### config.mk
export PLATFORM = sky130hd
export DESIGN_NAME = bitcell_ctrl
export DESIGN_NICKNAME = d
export VERILOG_FILES = /design/src/rtl/bitcell_ctrl.sv
export SDC_FILE = /design/constraint.sdc
export NUM_CORES = 1
export LEC_CHECK = 0
export ABC_AREA = 0
export CAP_MARGIN = 20
export CELL_PAD_IN_SITES_DETAIL_PLACEMENT = 0
export CELL_PAD_IN_SITES_GLOBAL_PLACEMENT = 2
export CORE_AREA = 10 10 77 95
export CTS_CLUSTER_SIZE = 12
export DETAILED_ROUTE_END_ITERATION = 8
export DIE_AREA = 0 0 87 105
export PLACE_DENSITY = 0.76
export SETUP_SLACK_MARGIN = 0.2
export SYNTH_ARGS = -nofsm -noshare
export SYNTH_HDL_FRONTEND = slang
export SYNTH_SLANG_ARGS = --single-unit
### constraint.sdc
create_clock -name clk -period 2.1 [get_ports clk]
set_clock_uncertainty 0.05 [all_clocks]
set_input_delay 0.42 -clock clk [delete_from_list [all_inputs] [get_ports clk]]
set_output_delay 0.42 -clock clk [all_outputs]
set_load 0.01 [all_outputs]
### src/rtl/bitcell_ctrl.sv
// bitcell_ctrl: sequences read/write strobes onto a ROWS x DATA_W bitcell array.
// Optional write-verify readback is enabled by defining BITCELL_CTRL_WRITE_VERIFY_EN.
// All cell_* outputs are flops loaded from the next-state decode.
module bitcell_ctrl #(
  parameter int unsigned ADDR_W = 3,
  parameter int unsigned DATA_W = 8
) (
  input  logic                 clk,
  input  logic                 rst_n,
  input  logic                 req_valid,
  output logic                 req_ready,
  input  logic                 req_we,
  input  logic [ADDR_W-1:0]    req_addr,
  input  logic [DATA_W-1:0]    req_wdata,
  output logic                 rsp_valid,
  input  logic                 rsp_ready,
  output logic [DATA_W-1:0]    rsp_rdata,
  output logic [DATA_W-1:0]    cell_in,
  output logic [2**ADDR_W-1:0] cell_sel,
  output logic                 cell_r_w,
  input  logic [DATA_W-1:0]    cell_out,
  output logic                 wr_err
);

  localparam int unsigned ROWS = 2**ADDR_W;

`ifdef BITCELL_CTRL_WRITE_VERIFY_EN
  typedef enum logic [3:0] {
    IDLE, W_SETUP, W_STROBE, W_HOLD, R_SEL, R_SAMPLE, RESP, V_SEL, V_SAMPLE
  } state_t;
`else
  typedef enum logic [2:0] {
    IDLE, W_SETUP, W_STROBE, W_HOLD, R_SEL, R_SAMPLE, RESP
  } state_t;
`endif

  state_t              r_state;
  state_t              w_next_state;
  logic [ADDR_W-1:0]   r_addr;
  logic [DATA_W-1:0]   r_data;
  logic                r_req_ready;
  logic                r_rsp_valid;
  logic [DATA_W-1:0]   r_rdata;
  logic [DATA_W-1:0]   r_cell_in;
  logic [ROWS-1:0]     r_cell_sel;
  logic                r_cell_r_w;

  logic                w_accept;
  logic [ADDR_W-1:0]   w_addr;
  logic [DATA_W-1:0]   w_data;
  logic [ROWS-1:0]     w_row_sel;
  logic [DATA_W-1:0]   w_cell_in_nxt;
  logic [ROWS-1:0]     w_cell_sel_nxt;
  logic                w_cell_r_w_nxt;

  // Acceptance only happens in IDLE; the target of the next cycle comes from the request then.
  assign w_accept  = (r_state == IDLE) && req_valid;
  assign w_addr    = w_accept ? req_addr  : r_addr;
  assign w_data    = w_accept ? req_wdata : r_data;
  assign w_row_sel = ROWS'(1) << w_addr;

  // Next-state logic and next-cycle cell drive decoded from the upcoming state.
  always_comb begin
    w_next_state   = r_state;
    w_cell_in_nxt  = '0;
    w_cell_sel_nxt = '0;
    w_cell_r_w_nxt = 1'b0;

    case (r_state)
      IDLE:     if (req_valid) w_next_state = req_we ? W_SETUP : R_SEL;
      W_SETUP:  w_next_state = W_STROBE;
      W_STROBE: w_next_state = W_HOLD;
`ifdef BITCELL_CTRL_WRITE_VERIFY_EN
      W_HOLD:   w_next_state = V_SEL;
      V_SEL:    w_next_state = V_SAMPLE;
      V_SAMPLE: w_next_state = IDLE;
`else
      W_HOLD:   w_next_state = IDLE;
`endif
      R_SEL:    w_next_state = R_SAMPLE;
      R_SAMPLE: w_next_state = RESP;
      RESP:     if (rsp_ready) w_next_state = IDLE;
      default:  w_next_state = IDLE;
    endcase

    case (w_next_state)
      W_SETUP, W_HOLD: begin
        w_cell_r_w_nxt = 1'b1;
        w_cell_in_nxt  = w_data;
      end
      W_STROBE: begin
        w_cell_r_w_nxt = 1'b1;
        w_cell_in_nxt  = w_data;
        w_cell_sel_nxt = w_row_sel;
      end
`ifdef BITCELL_CTRL_WRITE_VERIFY_EN
      R_SEL, R_SAMPLE, V_SEL, V_SAMPLE: w_cell_sel_nxt = w_row_sel;
`else
      R_SEL, R_SAMPLE: w_cell_sel_nxt = w_row_sel;
`endif
      default: ;
    endcase
  end

  // State, handshake and cell-drive registers.
  always_ff @(posedge clk or negedge rst_n) begin
    if (!rst_n) begin
      r_state     <= IDLE;
      r_req_ready <= 1'b1;
      r_rsp_valid <= 1'b0;
      r_rdata     <= '0;
      r_addr      <= '0;
      r_data      <= '0;
      r_cell_in   <= '0;
      r_cell_sel  <= '0;
      r_cell_r_w  <= 1'b0;
    end else begin
      r_state     <= w_next_state;
      r_req_ready <= (w_next_state == IDLE);
      r_rsp_valid <= (w_next_state == RESP);
      r_cell_in   <= w_cell_in_nxt;
      r_cell_sel  <= w_cell_sel_nxt;
      r_cell_r_w  <= w_cell_r_w_nxt;
      if (w_accept) begin
        r_addr <= req_addr;
        r_data <= req_wdata;
      end
      if (r_state == R_SAMPLE) r_rdata <= cell_out;
    end
  end

`ifdef BITCELL_CTRL_WRITE_VERIFY_EN
  logic r_wr_err;

  // Sticky flag: readback at the end of V_SAMPLE must equal the written word.
  always_ff @(posedge clk or negedge rst_n) begin
    if (!rst_n) begin
      r_wr_err <= 1'b0;
    end else if ((r_state == V_SAMPLE) && (cell_out != r_data)) begin
      r_wr_err <= 1'b1;
    end
  end

  assign wr_err = r_wr_err;
`else
  assign wr_err = 1'b0;
`endif

  assign req_ready = r_req_ready;
  assign rsp_valid = r_rsp_valid;
  assign rsp_rdata = r_rdata;
  assign cell_in   = r_cell_in;
  assign cell_sel  = r_cell_sel;
  assign cell_r_w  = r_cell_r_w;

endmodule

==> results.toml <==
[place]
hpwl_um = 2860
port_buffers = 50
place.gp.congestion = 0.801
dp_cells = 226

[worst_setup_path]
path_delay_family = "flip-flops"
critPathRequiredTime_ps = 1630
slowest_delay_ps = 520
arrival_ps = 1320
worstSetupEndpointType = "output port"
path_buf_inv = 1
path_cells = "clkdlybuf4s50_1"
path_max_fanout = 1
critPathLaunchType = "register"
slowest_stage = "dfstp_2"
crit_type = "reg -> out"

[cts]
clkLatencyLatePin_ps = 280
htree_levels = 2
cts_buffer_depth = 2
cts_tree = "done"
numCtsBuffers = 5
root_buffer = "clkbuf_8"
cts.sinks = 41
cts.clk_slew.worst_paths_ps = 70

[layout]
final_common_cell = "clkdlybuf4s50_1"
syn_to_final_growth_pct = 52.8
nets = 194
layout_common_cells = "48 x clkdlybuf4s50_1, 40 x dfrtp_1, 16 x mux2_2"
stdcell_count = 235
post-route-util_pct = 43.3
diodes = 0
drive_gt1_share_pct = 28.7

[drt]
wl_per_cell_um = 15.4
routed-via-count = 1043
ant_nets = 0
drc = 0
routed_wl_um = 3620
drt-pass1-iter-count = 3
vias_per_cell = 4.44
drt_iter0_markers = 33

[synthesis]
syn-cell-area_mm2 = 0.00154
syn_inst = 105
synth.distinct_cells = 24
yosysSeqAreaShare_pct = 66.6
yosys.area.top_type = "dfrtp_1"
ys_ff_latch = 41
syn_avg_cell_area_um2 = 14.7
ys_top_cells_by_area = "dfrtp_1 65%, mux2_2 12%, nor2b_1 4.9%, nor4_1 3.2%, dfstp_2 1.7%"
synth_nets = 129
yosysWarnings = 0
synth.top_cell.area_share_pct = 64.9

[floorplanning]
rows = 30
start_util_pct = 28.3
core_area_mm2 = 0.00544
die_y_um = 105
ios = 52
design.die.area_mm2 = 0.00914
die_w_um = 87

[grt]
grt_usage_pct = 8.43
gr-total-overflow = 0
grt_pass1_wl_um = 6020
grt_pass1_vias = 1159
antenna_found_initial = 0
grt_start_max_net_pins = 18

[timing]
tightest_slew_ps = 875
hold_viol = 0
fin_crit_sh_pct = 85.2
fin_crit_ps = 1790
max_freq_mhz = 559
rsz0062_at_grt = "false"
finalMaxSlewViolations = 0
setup_viol = 0
maxSlewHeadroom_pct = 41.3

[power_and_ir_drop]
ir_worst_vdd_uv = 666
leakage_nw = 0.992
power.total_mw = 3.36
power_density_mw_per_mm2 = 1430

[status]
outcome = "complete, no violations"

[worst_hold_path]
hold_path.class = "reg -> reg"

[job]
max_cap_violations = 0
cell families (layout without fill, tap and decap cells):
family / Yosys count / in the layout / synth area share [%]
flops: 41 / 41 / 66.6
simple gates: 25 / 25 / 10.7
mux: 19 / 19 / 13.9
compound gates: 10 / 10 / 4.70
buf+inv: 9 / 75 / 3.89
other cells: 1 / 1 / 0.243
worst paths after layout:
kind | depth (start not counted) | slack (ps) | endpoint | startpoint
max in group asynchronous | 3 | 950 | r_data[4] | rst_n
worst max register to register | 3 | 440 | cell_sel[7] | r_state[2]
worst min-delay path | 1 | 440 | r_data[4] | r_data[4]
worst min register to register | 1 | 440 | r_data[4] | r_data[4]
min in group asynchronous | 2 | 520 | cell_sel[2] | rst_n
worst max-delay path | 1 | 310 | req_ready | req_ready
synth_stat cells:
master,number
a211o_1,1
a211oi_1,3
a21o_1,1
a21oi_1,1
a22o_1,1
buf_4,3
buf_6,2
conb_1,1
dfrtp_1,40
dfstp_2,1
inv_1,2
inv_2,2
mux2_2,16
mux2i_1,2
mux2i_2,1
nand2_1,2
nor2_1,1
nor2b_1,12
nor3_1,1
nor4_1,8
nor4b_4,1
o21a_1,1
o21ai_0,1
o31ai_1,1
power by group:
group	total (mW)	leakage (nW)	internal [mW]	switching, mW
logic	1.62	0.441	0.888	0.730
registers	1.26	0.512	1.13	0.134
clock network	0.481	0.0395	0.236	0.245
total	3.36	0.992	2.25	1.11
routing by layer:
metal	share of wire, %	wire, um	GRT usage [%]
met1	40	1460	9.52
met2	50	1790	13.2
met3	7.9	285	3.34
met4	2.3	82	4.52
met5	0	0	0
final cells by class:
cell class	instances	area, um2
fill	485	3090
timing repair buffer	63	614
inverter	4	15.0
clock buffer	8	80.1
multi-input combinational	55	541
tap	64	80.1
sequential	41	1030
metrics by stage:
stage	setup slack (ps)	instance area [um2]	TNS, ps	hold slack [ps]
global placement	-42.0	2180	-187	281
detailed placement	-97.8	2180	-514	290
global route	237	2360	0	471
floorplan	314	1540	0	74.4
finish	310	2360	0	440
CTS	203	2270	0	449
state kept, by name, summed over array words and instances, names as in the netlist:
| name | cells |
|---|---|
| req_ready | 1 |
| r_data | 8 |
| r_state | 3 |
| cell_in | 8 |
| r_addr | 3 |
| rsp_rdata | 8 |
| rsp_valid | 1 |
| cell_r_w | 1 |
| cell_sel | 8 |
what timing repair did:
item | 4_1_cts | 5_1_grt
endpoints found under the hold margin | 12 | 0
gates resized for setup | 0 | 16
hold buffers | 1 | 0
endpoints found under the setup margin | 0 | 8
buffers inserted | 0 | 0
Power figures use the tool's default switching activity.
